### src/rtl/bank_cmd_sequencer_if.sv
// Request, open-row tracker and DRAM command signals of one bank sequencer.
// The sequencer connects through the slave modport; its environment uses master.
interface bank_cmd_sequencer_if #(
    parameter int ROW_WIDTH = 14,
    parameter int COL_WIDTH = 10
);
    logic                 req_valid;
    logic                 req_ready;
    logic [ROW_WIDTH-1:0] req_row;
    logic [COL_WIDTH-1:0] req_col;
    logic                 req_write;

    logic [ROW_WIDTH-1:0] current_row;
    logic                 bank_open;
    logic                 update_row;
    logic [ROW_WIDTH-1:0] new_row;
    logic                 toggle_bank;

    logic                 cmd_valid;
    logic                 cmd_ready;
    logic [1:0]           cmd_type;
    logic [ROW_WIDTH-1:0] cmd_row;
    logic [COL_WIDTH-1:0] cmd_col;

    modport master (
        output req_valid, req_row, req_col, req_write,
        output current_row, bank_open, cmd_ready,
        input  req_ready, update_row, new_row, toggle_bank,
        input  cmd_valid, cmd_type, cmd_row, cmd_col
    );

    modport slave (
        input  req_valid, req_row, req_col, req_write,
        input  current_row, bank_open, cmd_ready,
        output req_ready, update_row, new_row, toggle_bank,
        output cmd_valid, cmd_type, cmd_row, cmd_col
    );
endinterface

### src/rtl/bank_cmd_sequencer.sv
// Single-bank DRAM command sequencer: turns one access request into the
// PRE/ACT/RD/WR sequence implied by the open-row state, honouring tRCD/tRP/tRAS.
module bank_cmd_sequencer #(
    parameter int C_ROW_WIDTH = 14,
    parameter int C_COL_WIDTH = 10,
    parameter int C_TRCD      = 3,
    parameter int C_TRP       = 3,
    parameter int C_TRAS      = 8
) (
    input  logic                 core_clk,
    input  logic                 core_rst,
    bank_cmd_sequencer_if.slave  bus
);

    typedef enum logic [2:0] {IDLE, CHECK, PRE, ACT, RW} state_t;
    typedef enum logic [1:0] {
        CMD_ACT = 2'b00,
        CMD_PRE = 2'b01,
        CMD_RD  = 2'b10,
        CMD_WR  = 2'b11
    } cmd_t;

    // The handshake cycle counts as the first elapsed cycle, so loading C-1
    // makes the dependent command presentable exactly C cycles after it.
    localparam logic [4:0] TRCD_LOAD = 5'(C_TRCD - 1);
    localparam logic [4:0] TRP_LOAD  = 5'(C_TRP - 1);
    localparam logic [4:0] TRAS_LOAD = 5'(C_TRAS - 1);

    state_t                 state;
    state_t                 state_next;
    logic [C_ROW_WIDTH-1:0] lat_row;
    logic [C_COL_WIDTH-1:0] lat_col;
    logic                   lat_write;
    logic [4:0]             trcd_cnt;
    logic [4:0]             trp_cnt;
    logic [4:0]             tras_cnt;
    logic                   cmd_valid_c;
    logic                   accept;
    logic                   handshake;

    assign accept    = bus.req_valid && (state == IDLE);
    assign handshake = cmd_valid_c && bus.cmd_ready;

    function automatic logic [4:0] dec_floor(input logic [4:0] value);
        return (value == 5'd0) ? 5'd0 : value - 5'd1;
    endfunction

    always_ff @(posedge core_clk) begin
        // NOTE: non-blocking so every flop samples the pre-edge values of the others.
        if (core_rst) begin
            state <= IDLE;
        end else begin
            state <= state_next;
        end
    end

    always_comb begin
        // NOTE: default assignment first so no path leaves state_next unassigned (no latch).
        state_next = state;
        case (state)
            IDLE:    if (bus.req_valid) state_next = CHECK;
            CHECK: begin
                if (!bus.bank_open)                  state_next = ACT;
                else if (bus.current_row == lat_row) state_next = RW;
                else                                 state_next = PRE;
            end
            PRE:     if (handshake) state_next = ACT;
            ACT:     if (handshake) state_next = RW;
            RW:      if (handshake) state_next = IDLE;
            default: state_next = IDLE;
        endcase
    end

    always_ff @(posedge core_clk) begin
        if (core_rst) begin
            lat_row   <= '0;
            lat_col   <= '0;
            lat_write <= 1'b0;
            trcd_cnt  <= 5'd0;
            trp_cnt   <= 5'd0;
            tras_cnt  <= 5'd0;
        end else begin
            if (accept) begin
                lat_row   <= bus.req_row;
                lat_col   <= bus.req_col;
                lat_write <= bus.req_write;
            end
            trcd_cnt <= dec_floor(trcd_cnt);
            trp_cnt  <= dec_floor(trp_cnt);
            tras_cnt <= dec_floor(tras_cnt);
            // Loads win over the free-running decrement above.
            if (state == PRE && handshake) begin
                trp_cnt <= TRP_LOAD;
            end
            if (state == ACT && handshake) begin
                trcd_cnt <= TRCD_LOAD;
                tras_cnt <= TRAS_LOAD;
            end
        end
    end

    always_comb begin
        cmd_valid_c  = 1'b0;
        bus.cmd_type = CMD_ACT;
        case (state)
            PRE: begin
                cmd_valid_c  = (tras_cnt == 5'd0);
                bus.cmd_type = CMD_PRE;
            end
            ACT: begin
                cmd_valid_c  = (trp_cnt == 5'd0);
                bus.cmd_type = CMD_ACT;
            end
            RW: begin
                cmd_valid_c  = (trcd_cnt == 5'd0);
                bus.cmd_type = lat_write ? CMD_WR : CMD_RD;
            end
            default: ;
        endcase
        bus.req_ready = (state == IDLE);
        bus.cmd_valid = cmd_valid_c;
        bus.cmd_row   = lat_row;
        bus.cmd_col   = lat_col;
        bus.new_row   = lat_row;
        // Tracker pulses are suppressed while reset is abandoning the request.
        bus.toggle_bank = !core_rst && cmd_valid_c && bus.cmd_ready
                          && (state == PRE || state == ACT);
        bus.update_row  = !core_rst && cmd_valid_c && bus.cmd_ready && (state == ACT);
    end

endmodule

### src/flat_wrapper.sv
// flat-port wrapper written by rule: the top's interface ports become plain ports
module bank_cmd_sequencer_flat 
#(
    parameter int C_ROW_WIDTH = 14,
    parameter int C_COL_WIDTH = 10,
    parameter int C_TRCD      = 3,
    parameter int C_TRP       = 3,
    parameter int C_TRAS      = 8
)
  (core_clk, core_rst, bus_req_valid, bus_req_row, bus_req_col, bus_req_write, bus_current_row, bus_bank_open, bus_cmd_ready, bus_req_ready, bus_update_row, bus_new_row, bus_toggle_bank, bus_cmd_valid, bus_cmd_type, bus_cmd_row, bus_cmd_col);
  bank_cmd_sequencer_if #(.ROW_WIDTH(14), .COL_WIDTH(10)) bus_i ();
  input  logic core_clk;
  input  logic core_rst;
  input wire logic [$bits(bus_i.req_valid)-1:0] bus_req_valid;
  input wire logic [$bits(bus_i.req_row)-1:0] bus_req_row;
  input wire logic [$bits(bus_i.req_col)-1:0] bus_req_col;
  input wire logic [$bits(bus_i.req_write)-1:0] bus_req_write;
  input wire logic [$bits(bus_i.current_row)-1:0] bus_current_row;
  input wire logic [$bits(bus_i.bank_open)-1:0] bus_bank_open;
  input wire logic [$bits(bus_i.cmd_ready)-1:0] bus_cmd_ready;
  output wire logic [$bits(bus_i.req_ready)-1:0] bus_req_ready;
  output wire logic [$bits(bus_i.update_row)-1:0] bus_update_row;
  output wire logic [$bits(bus_i.new_row)-1:0] bus_new_row;
  output wire logic [$bits(bus_i.toggle_bank)-1:0] bus_toggle_bank;
  output wire logic [$bits(bus_i.cmd_valid)-1:0] bus_cmd_valid;
  output wire logic [$bits(bus_i.cmd_type)-1:0] bus_cmd_type;
  output wire logic [$bits(bus_i.cmd_row)-1:0] bus_cmd_row;
  output wire logic [$bits(bus_i.cmd_col)-1:0] bus_cmd_col;
  assign bus_i.req_valid = bus_req_valid;
  assign bus_i.req_row = bus_req_row;
  assign bus_i.req_col = bus_req_col;
  assign bus_i.req_write = bus_req_write;
  assign bus_i.current_row = bus_current_row;
  assign bus_i.bank_open = bus_bank_open;
  assign bus_i.cmd_ready = bus_cmd_ready;
  assign bus_req_ready = bus_i.req_ready;
  assign bus_update_row = bus_i.update_row;
  assign bus_new_row = bus_i.new_row;
  assign bus_toggle_bank = bus_i.toggle_bank;
  assign bus_cmd_valid = bus_i.cmd_valid;
  assign bus_cmd_type = bus_i.cmd_type;
  assign bus_cmd_row = bus_i.cmd_row;
  assign bus_cmd_col = bus_i.cmd_col;
  bank_cmd_sequencer #(.C_ROW_WIDTH(C_ROW_WIDTH), .C_COL_WIDTH(C_COL_WIDTH), .C_TRCD(C_TRCD), .C_TRP(C_TRP), .C_TRAS(C_TRAS)) u_core (.core_clk(core_clk), .core_rst(core_rst), .bus(bus_i));
endmodule
### config.mk
export PLATFORM = sky130hd
export DESIGN_NAME = bank_cmd_sequencer_flat
export DESIGN_NICKNAME = d
export VERILOG_FILES = /design/src/rtl/bank_cmd_sequencer_if.sv /design/src/rtl/bank_cmd_sequencer.sv /design/src/flat_wrapper.sv
export SDC_FILE = /design/constraint.sdc
export NUM_CORES = 1
export LEC_CHECK = 0
export ABC_AREA = 1
export ABC_CLOCK_PERIOD_IN_PS = 1900
export BUFFER_PORTS_ARGS = -buffer_cell sky130_fd_sc_hd__buf_2
export CAP_MARGIN = 10
export CORE_ASPECT_RATIO = 0.6
export CORE_MARGIN = 2
export CORE_UTILIZATION = 46
export CTS_BUF_LIST = sky130_fd_sc_hd__clkbuf_4
export DETAILED_ROUTE_END_ITERATION = 12
export PLACE_DENSITY = 0.76
export SLEW_MARGIN = 5
export SYNTH_ARGS = -nofsm -noshare
export SYNTH_HDL_FRONTEND = slang
export SYNTH_SLANG_ARGS = --single-unit
export TNS_END_PERCENT = 50
### constraint.sdc
create_clock -name core_clk -period 1.9 [get_ports core_clk]
set_input_delay 0.19 -clock core_clk [delete_from_list [all_inputs] [get_ports core_clk]]
set_output_delay 0.19 -clock core_clk [all_outputs]
set_load 0.1 [all_outputs]
==> reports/results.txt <==
Status -> finished, violations left
Failing checks -> setup timing
CP top delay family -> simple AND/OR/NAND/NOR gates
Total number of vias -> 2,246
CTS H-tree lvls -> 2
Crit-path max cell delay -> 340 ps
Largest net degree at the start of global routing -> 31
Critical Path End Type -> output port
Initial Util -> 0.485
Synth Warn # -> 0
Insertion delay to the later sink of the worst-skew pair -> 360 ps
Final-report hold violation count -> 0
Number of vias per cell -> 4.72
Port bufs -> 87
Post-synthesis sequential area ratio -> 0.381
Pwr Total -> 0.00568 W
CP max-delay cell -> dfxtp_1
Avg Cell Area, Syn -> 6.89 um2
Peak supply drop -> 0.00103 V
Setup TNS -> -110 ps
Synth Register Bits -> 43
FP Rows -> 19
Arrival @ worst endpoint -> 1770 ps
Core Area -> 4660 um2
Placed insts -> 458
Drc violations -> 0
Most used cell, CP -> nand2_4
Type of origin of the critical path -> register
Placer Congestion -> 0.808
HPWL after DPL -> 4110 um
Routed Antenna Nets -> 0
Yosys top cell by area -> dfxtp_1
Setup CP Type -> register to output port
Num ports -> 88
Cell Area, Synth -> 2260 um2
Die Wd -> 94.5 um
Routed Wire Length -> 5660 um
Layout cells sized above 1 -> 0.373
Setup WS post-layout -> -60.3 ps
Max-Cap Viols -> 0
Initial antenna violation count -> 0
RSZ-0062 raised after global routing -> yes
Rel. slew slack -> 0.679
Layout Cells excl Fill -> 476
Clk_skew -> 17.1 ps
Worst hold path class -> input port to register
Final net count -> 462
WL per Instance -> 11.9 um
Max-slew violations -> 0
Largest cells by area after synthesis -> dfxtp_1 (38%), nand2_1 (14%), inv_1 (8.1%)
Share of the clock period used by the worst path -> 1.03
Final min period -> 1960 ps
Hold Buf Count CTS -> 0
Root Driver -> clkbuf_4
Synth top area share -> 0.381
Max Fanout on Critical Path -> 3
Mapped Cells -> 328
Hold WS -> 87.0 ps
Clk sinks -> 43
Clock Path Buffers -> 2
Critical path buffers and inverters -> 2
First-pass GRT wire length -> 8930 um
Overall Global Routing Usage -> 0.209
Die H -> 58.3 um
Slew at the pin closest to its max-slew limit -> 477 ps
Register-to-register setup slack -> 300 ps
Remaining Overflow, GRT -> 0
Static leakage power -> 1.54 nW
Synthesized net count -> 378
Die Area -> 5510 um2
Post-layout util -> 0.647
Fmax -> 510 MHz
Final setup fails -> 2
Vias in the first global route -> 2,070
Pwr/cell area -> 1890 nW/um2
Required time worst endpoint -> 1710 ps
TritonCTS clock tree -> yes
Antenna Cells -> 0
Drt first pass iters -> 4
Clock-pin slew on the worst setup and hold paths -> 140 ps
Initial DRC Count -> 119
Area Growth Syn to Fin -> 33.3%
Yosys cell types -> 27
Critical-path cell list -> inv_2 > ha_4 > nand2_4 > nor2_4 > nand2_2 > nand3_4 > nand2_4 > nor3_4 > buf_12
CTS Buf Count -> 5
==> report_power, final <==
part	internal [W]	total (W)	switching [W]
logic	0.000951	0.00384	0.00288
registers	0.00118	0.00140	0.000214
clock network	0.000142	0.000446	0.000304
==> worst min-delay path: cells and delay by family <==
kind                   cells  cell delay (ps)
buffers and inverters      1              100
and+or+nand+nor            1               70
AOI/OAI and AO/OA          1               60
==> layer usage <==
metal  track usage  vias up  share of wire  wire length [um]
met5             0        -              0                 0
met3        0.0589        8          0.069               392
li1              -     1165              -                 -
met2         0.331       71           0.45              2550
met4        0.0870        0         0.0097                55
met1         0.273     1002           0.47              2660
==> repair_timing <==
item / CTS / global route
gates cloned: 0 / 0
setup endpoints to repair: 3 / 3
pin swaps: 5 / 10
setup buffers: 4 / 6
resized for setup: 17 / 20
==> cells in the mapped netlist <==
library cell  number
clkbuf_1           3
nand2_4            2
a21oi_1           27
a21oi_2            1
nand2_2            2
inv_2              3
ha_1               6
nor3_2             1
o21ai_0           20
buf_2              4
xnor2_1            2
o31ai_1            1
o22ai_1            1
nand3_1           17
inv_1             49
a21oi_4            1
dfxtp_1           43
buf_4             15
or2_2              2
nor3_1             2
nor2_2             2
nor2_4             1
nand2_1           82
xor2_1             6
clkbuf_2           1
nor2_1            30
nand3_2            4
==> sequential cells by signal, summed over array words and instances (netlist names) <==
register / flops
u_core.bus.cmd_row: 14
u_core.bus.cmd_col: 10
u_core.tras_cnt: 5
u_core.trcd_cnt: 5
u_core.trp_cnt: 5
u_core.state: 3
u_core.lat_write: 1
==> layout make-up <==
type / count / area [um2]
inverters: 52 / 209
repair buffers: 100 / 612
multi-input cells: 210 / 1180
flip-flops and latches: 43 / 876
clock buffers: 5 / 37.5
well taps: 63 / 78.8
fillers: 453 / 1650
clock inverters: 3 / 20.0
==> worst paths after layout <==
check                     start                    end  cells after the start
max          u_core.trcd_cnt[1]        bus_toggle_bank                      9
min              bus_req_col[4]  u_core.bus.cmd_col[4]                      3
max reg2reg  u_core.trcd_cnt[1]        u_core.state[1]                     11
min reg2reg   u_core.trp_cnt[0]      u_core.trp_cnt[0]                      1
==> stage by stage <==
step	area [um2]	setup WS [ps]
after floorplan	2320	-952
after global placement	2780	183
after detailed placement	2780	119
after CTS	2900	-85.2
after global routing	3010	-154
final	3010	-60.3
==> cells by family (layout without fill, tap and decap cells) <==
group | count (synthesis) | after routing | share of synthesized area
AO/OA/AOI/OAI | 51 | 51 | 0.121
XOR/XNOR | 8 | 8 | 0.0310
adder cells (fa/ha/maj) | 6 | 6 | 0.0332
buffers and inverters | 75 | 160 | 0.152
flip-flops | 43 | 43 | 0.381
AND/OR/NAND/NOR | 145 | 145 | 0.282
==> cells in the final DEF (no fill, tap or decap), types with 2 or more instances in the layout <==
master	synthesis	layout
a21oi_1	27	27
buf_12	0	5
buf_2	4	82
buf_4	15	12
clkbuf_4	0	5
clkinvlp_4	0	2
dfxtp_1	43	35
dfxtp_2	0	6
dfxtp_4	0	2
ha_1	6	3
ha_4	0	3
inv_1	49	41
inv_2	3	6
inv_4	0	4
nand2_1	82	78
nand2_2	2	5
nand2_4	2	3
nand3_1	17	17
nand3_2	4	2
nand3_4	0	2
nor2_1	30	27
nor2_4	1	5
nor3_4	0	2
o21ai_0	20	19
or2_2	2	2
xnor2_1	2	2
xor2_1	6	6
Note: power is estimated with default switching activity, not from simulation.
